`src/rtl/p_div_if.sv`:
```
// Request/response bundle for the packed divider; master drives operands, slave returns result.
// Defining P_DIV_SIGNED_EN adds the sgn operand-type bit.
interface p_div_if;
  logic        valid;
  logic        ready;
  logic        div;
  logic [4:0]  pw;
  logic [31:0] crs1;
  logic [31:0] crs2;
  logic [31:0] result;
`ifdef P_DIV_SIGNED_EN
  logic        sgn;

  modport master (output valid, div, pw, crs1, crs2, sgn, input ready, result);
  modport slave  (input valid, div, pw, crs1, crs2, sgn, output ready, result);
`else
  modport master (output valid, div, pw, crs1, crs2, input ready, result);
  modport slave  (input valid, div, pw, crs1, crs2, output ready, result);
`endif
endinterface

```
`src/rtl/p_div.sv`:
```
// Iterative packed restoring divider: lanes of 32/16/8/4/2 bits, one quotient bit per lane per cycle.
// Optional P_DIV_SIGNED_EN adds sgn: two's-complement lanes via magnitude divide plus combinational sign fix-up.
module p_div (
  input logic     clock,
  input logic     resetn,
  p_div_if.slave  io
);

  logic [5:0]       count_q, count_d;
  logic [31:0]      qr_q, qr_d;
  logic [31:0]      rr_q, rr_d;
  logic [5:0]       lane_w;
  logic             done;
  logic             first;
  logic [31:0]      qr_src, rr_src, d_src;
  logic [4:0][31:0] step_q, step_r;

`ifdef P_DIV_SIGNED_EN
  logic [31:0] lane_lsb, lane_msb;
  logic [31:0] dmag_q, dmag_d;
  logic [31:0] s1_m, s2_m, dnz_m, mag1, mag2;

  // Per-lane two's-complement negate where en is set; carry restarts at each lane LSB.
  function automatic logic [31:0] lane_neg(input logic [31:0] x, input logic [31:0] en,
                                           input logic [31:0] lsb);
    logic        c;
    logic [31:0] y;
    c = 1'b0;
    for (int i = 0; i < 32; i++) begin
      if (lsb[i]) c = 1'b1;
      y[i] = en[i] ? (~x[i] ^ c) : x[i];
      c    = c & ~x[i];
    end
    return y;
  endfunction

  function automatic logic [31:0] lane_bcast(input logic [31:0] x, input logic [31:0] msb);
    logic        cur;
    logic [31:0] y;
    cur = 1'b0;
    for (int i = 31; i >= 0; i--) begin
      if (msb[i]) cur = x[i];
      y[i] = cur;
    end
    return y;
  endfunction

  function automatic logic [31:0] lane_nz(input logic [31:0] x, input logic [31:0] lsb,
                                          input logic [31:0] msb);
    logic        acc;
    logic [31:0] y;
    acc = 1'b0;
    for (int i = 0; i < 32; i++) begin
      if (lsb[i]) acc = 1'b0;
      acc  = acc | x[i];
      y[i] = acc;
    end
    return lane_bcast(y, msb);
  endfunction
`endif

  always_comb begin
    lane_w = 6'd32;
`ifdef P_DIV_SIGNED_EN
    lane_lsb = 32'h0000_0001;
    lane_msb = 32'h8000_0000;
`endif
    case (io.pw)
      5'b00010: begin
        lane_w = 6'd16;
`ifdef P_DIV_SIGNED_EN
        lane_lsb = 32'h0001_0001;
        lane_msb = 32'h8000_8000;
`endif
      end
      5'b00100: begin
        lane_w = 6'd8;
`ifdef P_DIV_SIGNED_EN
        lane_lsb = 32'h0101_0101;
        lane_msb = 32'h8080_8080;
`endif
      end
      5'b01000: begin
        lane_w = 6'd4;
`ifdef P_DIV_SIGNED_EN
        lane_lsb = 32'h1111_1111;
        lane_msb = 32'h8888_8888;
`endif
      end
      5'b10000: begin
        lane_w = 6'd2;
`ifdef P_DIV_SIGNED_EN
        lane_lsb = 32'h5555_5555;
        lane_msb = 32'hAAAA_AAAA;
`endif
      end
      default: ;
    endcase
  end

  // >= rather than == so an illegal or changed pw always terminates instead of running away.
  assign done  = (count_q >= lane_w);
  assign first = (count_q == 6'd0);

`ifdef P_DIV_SIGNED_EN
  always_comb begin
    s1_m   = io.sgn ? lane_bcast(io.crs1, lane_msb) : 32'h0;
    s2_m   = io.sgn ? lane_bcast(io.crs2, lane_msb) : 32'h0;
    dnz_m  = lane_nz(io.crs2, lane_lsb, lane_msb);
    mag1   = lane_neg(io.crs1, s1_m, lane_lsb);
    mag2   = lane_neg(io.crs2, s2_m, lane_lsb);
    qr_src = first ? mag1 : qr_q;
    d_src  = first ? mag2 : dmag_q;
    rr_src = first ? 32'h0 : rr_q;
  end
`else
  always_comb begin
    qr_src = first ? io.crs1 : qr_q;
    d_src  = io.crs2;
    rr_src = first ? 32'h0 : rr_q;
  end
`endif

  // One restoring step for every lane width in parallel; pw picks which one is kept.
  for (genvar k = 0; k < 5; k++) begin : g_w
    localparam int W = 32 >> k;
    for (genvar l = 0; l < 32 / W; l++) begin : g_l
      localparam int B = l * W;
      logic [W:0]   r_ext;
      logic [W-1:0] d_lane, r_sub;
      logic         ge;
      assign d_lane = d_src[B+W-1:B];
      assign r_ext  = {rr_src[B+W-1:B], qr_src[B+W-1]};
      assign ge     = (r_ext >= {1'b0, d_lane});
      assign r_sub  = r_ext[W-1:0] - d_lane;
      assign step_r[k][B+W-1:B] = ge ? r_sub : r_ext[W-1:0];
      assign step_q[k][B+W-1:B] = {qr_src[B+W-2:B], ge};
    end
  end

  always_ff @(posedge clock) begin
    if (!resetn) begin
      count_q <= 6'd0;
      qr_q    <= 32'h0;
      rr_q    <= 32'h0;
`ifdef P_DIV_SIGNED_EN
      dmag_q  <= 32'h0;
`endif
    end else begin
      count_q <= count_d;
      qr_q    <= qr_d;
      rr_q    <= rr_d;
`ifdef P_DIV_SIGNED_EN
      dmag_q  <= dmag_d;
`endif
    end
  end

  // Abort (valid low) and finish both clear the state; otherwise take one step.
  always_comb begin
    count_d = 6'd0;
    qr_d    = 32'h0;
    rr_d    = 32'h0;
`ifdef P_DIV_SIGNED_EN
    dmag_d  = 32'h0;
`endif
    if (io.valid && !done) begin
      count_d = count_q + 6'd1;
`ifdef P_DIV_SIGNED_EN
      dmag_d  = d_src;
`endif
      case (io.pw)
        5'b00010: begin qr_d = step_q[1]; rr_d = step_r[1]; end
        5'b00100: begin qr_d = step_q[2]; rr_d = step_r[2]; end
        5'b01000: begin qr_d = step_q[3]; rr_d = step_r[3]; end
        5'b10000: begin qr_d = step_q[4]; rr_d = step_r[4]; end
        default:  begin qr_d = step_q[0]; rr_d = step_r[0]; end
      endcase
    end
  end

  always_comb begin
    io.ready = io.valid && done;
`ifdef P_DIV_SIGNED_EN
    // Quotient negates on sign mismatch unless the divisor is zero; remainder follows the dividend.
    io.result = io.div ? lane_neg(qr_q, (s1_m ^ s2_m) & dnz_m, lane_lsb)
                       : lane_neg(rr_q, s1_m, lane_lsb);
`else
    io.result = io.div ? qr_q : rr_q;
`endif
  end

endmodule
```
`src/flat_wrapper.sv`:
```
// flat-port wrapper written by rule: the top's interface ports become plain ports
module p_div_flat 
  (clock, resetn, io_valid, io_div, io_pw, io_crs1, io_crs2, io_ready, io_result);
  p_div_if io_i ();
  input logic clock;
  input logic resetn;
  input wire logic [$bits(io_i.valid)-1:0] io_valid;
  input wire logic [$bits(io_i.div)-1:0] io_div;
  input wire logic [$bits(io_i.pw)-1:0] io_pw;
  input wire logic [$bits(io_i.crs1)-1:0] io_crs1;
  input wire logic [$bits(io_i.crs2)-1:0] io_crs2;
  output wire logic [$bits(io_i.ready)-1:0] io_ready;
  output wire logic [$bits(io_i.result)-1:0] io_result;
  assign io_i.valid = io_valid;
  assign io_i.div = io_div;
  assign io_i.pw = io_pw;
  assign io_i.crs1 = io_crs1;
  assign io_i.crs2 = io_crs2;
  assign io_ready = io_i.ready;
  assign io_result = io_i.result;
  p_div u_core (.clock(clock), .resetn(resetn), .io(io_i));
endmodule
```
`config.mk`:
```
export PLATFORM = sky130hd
export DESIGN_NAME = p_div_flat
export DESIGN_NICKNAME = d
export VERILOG_FILES = /design/src/rtl/p_div_if.sv /design/src/rtl/p_div.sv /design/src/flat_wrapper.sv
export SDC_FILE = /design/constraint.sdc
export NUM_CORES = 1
export LEC_CHECK = 0
export BUFFER_PORTS_ARGS = -buffer_cell sky130_fd_sc_hd__buf_2
export CAP_MARGIN = 20
export CORE_MARGIN = 2
export CORE_UTILIZATION = 52
export DETAILED_ROUTE_END_ITERATION = 12
export GPL_ROUTABILITY_DRIVEN = 0
export PLACE_DENSITY = 0.72
export SYNTH_ARGS = -nofsm -noshare
export SYNTH_HDL_FRONTEND = slang
export SYNTH_SLANG_ARGS = --single-unit
```
`constraint.sdc`:
```
create_clock -name clock -period 12.6 [get_ports clock]
set_input_delay 1.26 -clock clock [delete_from_list [all_inputs] [get_ports clock]]
set_output_delay 1.26 -clock clock [all_outputs]
set_load 0.02 [all_outputs]
```
==> metrics.cfg, run 1 <==
[status]
status = complete, no violations

[floorplanning]
row_count = 51
io_pins = 106
dieHeight_um = 146
core_area_um2 = 19600
initial_core_util_pct = 53.2
die_x_um = 146
dieArea_um2 = 21200

[critical_path]
critPathCaptureType = output port
worst_ep_required_time_ns = 11.34
r2r_slack_ns = 6.76
cp_max_fo = 25
start_kind = input port
critPathKind = in2out
arrival_ns = 5.02

[grt]
grt.busiest_layer = met2
grtUsageMet3_pct = 6.24
grt.total_usage_pct = 33.2
grt_pass1_vias = 10623
met1_usage_pct = 46.5
grt_util_met2_pct = 50.4
antenna_found_initial = 1
grt_pass1_wl_mm = 57.1
grt_max_degree = 52
grt_overflow = 0

[clock_network]
clock_latency_ns = 0.36
cts_tree = done
cts.repair.resized = 0
cts_inserted_buffers = 9
clock_path_buffers = 2
post_cts_buffers = 0
cts_hold_buf = 0
path_clk_slew_ns = 0.06
cts.sinks = 70
root_buffer = clkbuf_16
h-tree-depth = 3

[timing]
period_share_pct = 49.9
fmax_mhz = 159
finalSetupViolCount = 0
hold_viol_final = 0
fin_crit_ns = 6.28
report.final.slew_viol_count = 0
rsz0062_at_grt = no
max_slew_margin_pct = 29.0
tightest_slew_ns = 1.06
setup_tns_ns = 0
fin_skew_ns = 0.00576
hold_ws_ns = 0.457

[route]
wirelength_mm = 36.2
post_drt_wl_per_cell_um = 20.4
drc = 0
first_pass_iters = 7
viasPerCell = 6.52
ant_nets = 0
dr_total_vias = 11568
drt-initial-drc-count = 1535

[synth]
synth_seq_cells = 70
netlist-cell-type-count = 82
synth_nets = 1625
synth_edf_count = 0
synth_area_um2 = 10400
yosysSeqAreaShare_pct = 13.4
synth_cells = 1469
synth-async-reset-ratio_pct = 0
syn_area_per_cell_um2 = 7.10
synthFlopType = dfxtp_1
yosys_warnings = 0

[power_and_ir_drop]
cellPowerDensity_nw_per_um2 = 68.0
internal_power_mw = 0.484
switching_share_pct = 37.0
power.switching_mw = 0.285
total_power_mw = 0.769
p_leak_nw = 5.07
combinationalPowerShare_pct = 35.1
ir_drop_mv = 0.0573
clock_power_share_pct = 34.6
seqPwrFrac_pct = 30.4

[layout]
area_growth_pct = 8.44
nFillCells = 1934
most-common-layout-cells = nand2_1 (163), a21oi_1 (152), o21ai_0 (121), nor2_1 (110), buf_2 (105)
drive_gt1_share_pct = 13.8
layout_commonest_cell = nand2_1
design_area_um2 = 11300
layout.nets = 1660
stdcell_count = 1775

[place]
hpwl_mm = 25.6
placed_area_um2 = 11000
placedCellCount = 1758
port_buffers = 105

[job]
maxCapViolations = 0

[hold_path]
hp-class = reg2reg

==> cell usage after synthesis, types with 4 or more instances <==
master	instances	area [um2]
and3_1	19	119
clkbuf_1	55	206
nand2b_1	23	144
buf_4	4	30.0
xor2_1	37	324
o21ai_0	121	606
o211ai_1	11	82.6
a211o_1	4	35.0
a21o_1	26	195
o21bai_1	5	37.5
a22oi_1	8	60.1
nand4_1	12	75.1
mux2i_1	57	571
mux2_2	40	450
buf_1	15	56.3
or2_2	6	37.5
nand3_1	24	120
o221ai_1	9	78.8
fa_1	15	300
a21oi_1	152	761
a31oi_1	11	68.8
o22ai_1	9	56.3
nor2_1	111	417
o21a_1	8	60.1
nor4_1	4	25.0
a211oi_1	33	248
nand2_1	164	616
o21ai_1	7	35.0
inv_1	83	312
a221o_1	4	40.0
a221oi_1	40	350
and2_1	11	68.8
xnor2_1	63	552
or3_1	5	31.3
buf_2	20	100
ha_1	68	851
nor2b_1	19	119
o31ai_1	9	67.6
dfxtp_1	70	1400
nor3_1	21	105
==> area by class of cell <==
cell class	count	area (um2)	share of cell area (%)
timing repair buffer	121	646	5.71
clock buffer	11	233	2.06
multi-input combinational	1216	8320	73.6
inverter	86	323	2.86
clock inverter	5	50.0	0.443
sequential	70	1400	12.4
tap	265	332	2.93
antenna	1	2.50	0.0221
==> flip-flops by register name (all words and copies together) (netlist names) <==
signal	count
u_core.qr_q	32
u_core.rr_q	32
u_core.count_q	6
==> power groups by stage <==
stage                     Sequential [mW]  Clock (mW)  Combinational (mW)
final                               0.234       0.266               0.270
after global routing                0.234       0.274               0.293
after CTS                           0.233       0.267               0.264
after detailed placement            0.238           0               0.262
after global placement              0.238           0               0.258
after floorplan                     0.236           0               0.191
==> path summary, 6_finish.rpt <==
kind / cells after the start / start / to
hold / removal: 2 / u_core.qr_q[30] / u_core.qr_q[31]
setup reg to reg: 17 / u_core.count_q[1] / u_core.rr_q[7]
hold reg to reg: 2 / u_core.qr_q[30] / u_core.qr_q[31]
setup / recovery: 13 / io_pw[0] / io_ready
==> stage by stage <==
stage          utilization (%)  worst slack [ns]
2_1_floorplan                -              7.41
3_3_place_gp              56.3              6.40
3_5_place_dp              56.3              6.24
4_1_cts                   57.7              6.43
5_1_grt                   57.7              6.23
6_report                  57.7              6.32
==> routing by layer <==
layer	vias to the layer above	routed length (um)
li1	5382	-
met2	732	15400
met3	113	4090
met1	5341	15500
met5	-	0
met4	0	1250
==> cell families (layout without fill, tap and decap cells) <==
logic type,count (synthesis),count (layout),share of synthesized area [%]
buf+inv,183,223,7.13
xor+xnor,100,100,8.40
simple gates,443,443,20.1
other cells,0,1,0
flops,70,70,13.4
mux,97,97,9.79
compound gates,492,492,30.0
fa+ha+maj,84,84,11.1
==> worst max-delay path, stage by stage <==
cell and delay (ns):
buf_2 0.10, or3_1 0.16, or2_2 0.57, clkinv_1 0.74
buf_4 0.48, nor4_4 0.27, inv_2 0.27, ha_1 0.38
nand2_1 0.08, nor2_1 0.04, a211oi_1 0.40, nor2b_1 0.08
buf_2 0.17
Note: power is estimated with default switching activity, not from simulation.
==> run 2, diff against run 1 <==
--- a/config.mk
+++ b/config.mk
@@ -5,13 +5,14 @@
 export SDC_FILE = /design/constraint.sdc
 export NUM_CORES = 1
 export LEC_CHECK = 0
+export ABC_AREA = 1
 export BUFFER_PORTS_ARGS = -buffer_cell sky130_fd_sc_hd__buf_2
 export CAP_MARGIN = 20
 export CORE_MARGIN = 2
 export CORE_UTILIZATION = 52
 export DETAILED_ROUTE_END_ITERATION = 12
 export GPL_ROUTABILITY_DRIVEN = 0
-export PLACE_DENSITY = 0.72
+export PLACE_DENSITY = 0.71
 export SYNTH_ARGS = -nofsm -noshare
 export SYNTH_HDL_FRONTEND = slang
 export SYNTH_SLANG_ARGS = --single-unit
==> constraint.sdc (replaced) <==
create_clock -name clock -period 6.5 [get_ports clock]
set_input_delay 0.65 -clock clock [delete_from_list [all_inputs] [get_ports clock]]
set_output_delay 0.65 -clock clock [all_outputs]
set_load 0.02 [all_outputs]
==> metrics.cfg, run 2 <==
[clock_network]
post_cts_buffers = 0
cts_tree = done
root_buffer = clkbuf_16
cts.repair.resized = 0
cts_hold_buf = 0
clock_path_buffers = 2
cts_inserted_buffers = 9
cts.sinks = 70
path_clk_slew_ns = 0.06
clock_latency_ns = 0.36
h-tree-depth = 3

[timing]
setup_tns_ns = 0
tightest_slew_ns = 1.04
finalSetupViolCount = 0
report.final.slew_viol_count = 0
hold_viol_final = 0
fin_skew_ns = 0.00981
rsz0062_at_grt = no
max_slew_margin_pct = 30.3
fmax_mhz = 201
period_share_pct = 76.6
hold_ws_ns = 0.461
fin_crit_ns = 4.98

[critical_path]
worst_ep_required_time_ns = 6.72
critPathCaptureType = register
cp_max_fo = 49
arrival_ns = 5.20
critPathKind = reg2reg
start_kind = register

[layout]
area_growth_pct = 7.96
design_area_um2 = 11700
multi_input_area_um2 = 8000
final_util_pct = 57.5
seqCellArea_um2 = 1400
n_antenna_cell = 0
stdcell_count = 2174
reg_top3 = u_core.qr_q: 32 flops, u_core.rr_q: 32 flops, u_core.count_q: 6 flops
most-common-layout-cells = nand2_1 (418), inv_1 (268), nor2_1 (177), nand3_1 (167), a21oi_1 (155)
drive_gt1_share_pct = 11.7
nFillCells = 2080
layout.nets = 2055
layout_commonest_cell = nand2_1

[route]
drc = 0
first_pass_iters = 6
drt-initial-drc-count = 1569
viasPerCell = 5.82
ant_nets = 0
dr.max_layer_used = met4
post_drt_wl_per_cell_um = 17.7
wl_met3_mm = 4.19
wl_met1_mm = 17.1
wl_met2_mm = 16.1
dr_total_vias = 12649
wirelength_mm = 38.4

[status]
status = complete, no violations

[synth]
yosysSeqAreaShare_pct = 12.9
synth_most_common_cell = nand2_1
synth_nets = 2002
synthFlopType = dfxtp_1
synth-async-reset-ratio_pct = 0
syn_area_per_cell_um2 = 5.87
yosys-top-cells-area = nand2_1 (14%), dfxtp_1 (13%), inv_1 (9.3%), ha_1 (7.8%), nand3_1 (7.8%)
synth_top_area_share_pct = 14.5
synth_area_um2 = 10800
synth_top_cell_by_area = nand2_1
netlist-cell-type-count = 54
synth_seq_cells = 70
synth_edf_count = 0
synth_cells = 1846
yosys_warnings = 0
synthTopCellsByCount = nand2_1 (418), inv_1 (268), nor2_1 (178), nand3_1 (169), a21oi_1 (155)

[job]
maxCapViolations = 0

[place]
placed_area_um2 = 11400
placedCellCount = 2158
hpwl_mm = 28.0
port_buffers = 105

[grt]
grt_pass1_vias = 11408
grt.total_usage_pct = 34.4
grt_overflow = 0
antenna_found_initial = 0
grt_max_degree = 50
grt_pass1_wl_mm = 60.6

[floorplanning]
core_area_um2 = 20400
initial_core_util_pct = 53.3
dieHeight_um = 148
io_pins = 106
dieArea_um2 = 22000
die_x_um = 148
row_count = 52

[hold_path]
hp-class = reg2reg

[power_and_ir_drop]
cellPowerDensity_nw_per_um2 = 130
ir_drop_mv = 0.120
p_leak_nw = 6.44

[run 2: layout make-up]
| class | count | share of cell area (%) |
|---|---|---|
| clock buffers | 12 | 2.19 |
| clock inverters | 4 | 0.385 |
| inverters | 275 | 8.82 |
| multi-input cells | 1423 | 68.3 |
| flip-flops and latches | 70 | 12.0 |
| well taps | 270 | 2.89 |
| repair buffers | 120 | 5.45 |
[run 2: final timing paths]
path                      from               to  slack (ns)  cells after the start
min reg2reg    u_core.qr_q[28]  u_core.qr_q[29]        0.46                      2
min            u_core.qr_q[28]  u_core.qr_q[29]        0.46                      2
max reg2reg  u_core.count_q[0]  u_core.rr_q[17]        1.52                     21
max          u_core.count_q[0]  u_core.rr_q[17]        1.52                     21
[run 2: kinds of logic (layout without fill, tap and decap cells)]
kind of cell | count (synthesis) | after routing | synth area share, %
flip-flops | 70 | 70 | 12.9
AND/OR/NAND/NOR | 849 | 849 | 33.9
buffers and inverters | 353 | 411 | 13.5
XOR/XNOR | 79 | 79 | 6.38
adder cells (fa/ha/maj) | 83 | 83 | 10.6
AO/OA/AOI/OAI | 379 | 379 | 19.4
multiplexers | 33 | 33 | 3.37
[run 2: power by group]
group,switching (mW),internal (mW)
Combinational,0.364,0.184
Clock,0.210,0.317
Sequential,0.00918,0.444
Total,0.583,0.945
[run 2: per-stage QoR]
stage	setup WS (ns)	total power, mW
after detailed placement	1.70	0.994
after global placement	1.83	0.991
final	1.52	1.53
after floorplan	3.00	0.845
after CTS	1.67	1.52
after global routing	1.24	1.61
[run 2: per-layer routing]
layer,up-vias,global-route usage [%]
met5,-,0
met4,0,11.0
met3,85,5.58
met2,769,51.7
met1,5666,50.0
li1,6129,-
[run 2: worst max-delay path, stage by stage (launching register included)]
cell	delay (ns)
dfxtp_1	0.34
inv_1	0.06
ha_1	0.18
nand3_4	0.57
nand2_1	0.51
inv_1	0.19
ha_1	0.40
nand2_1	0.18
nor2_1	0.24
nand2_1	0.10
inv_1	0.08
nand3_1	0.08
nand3_1	0.21
nand2_1	0.10
nand3_2	0.11
nand2_4	0.10
nand2_4	0.52
inv_1	0.45
nor2_1	0.20
nor2_1	0.06
nor2_1	0.10
nor2_1	0.04
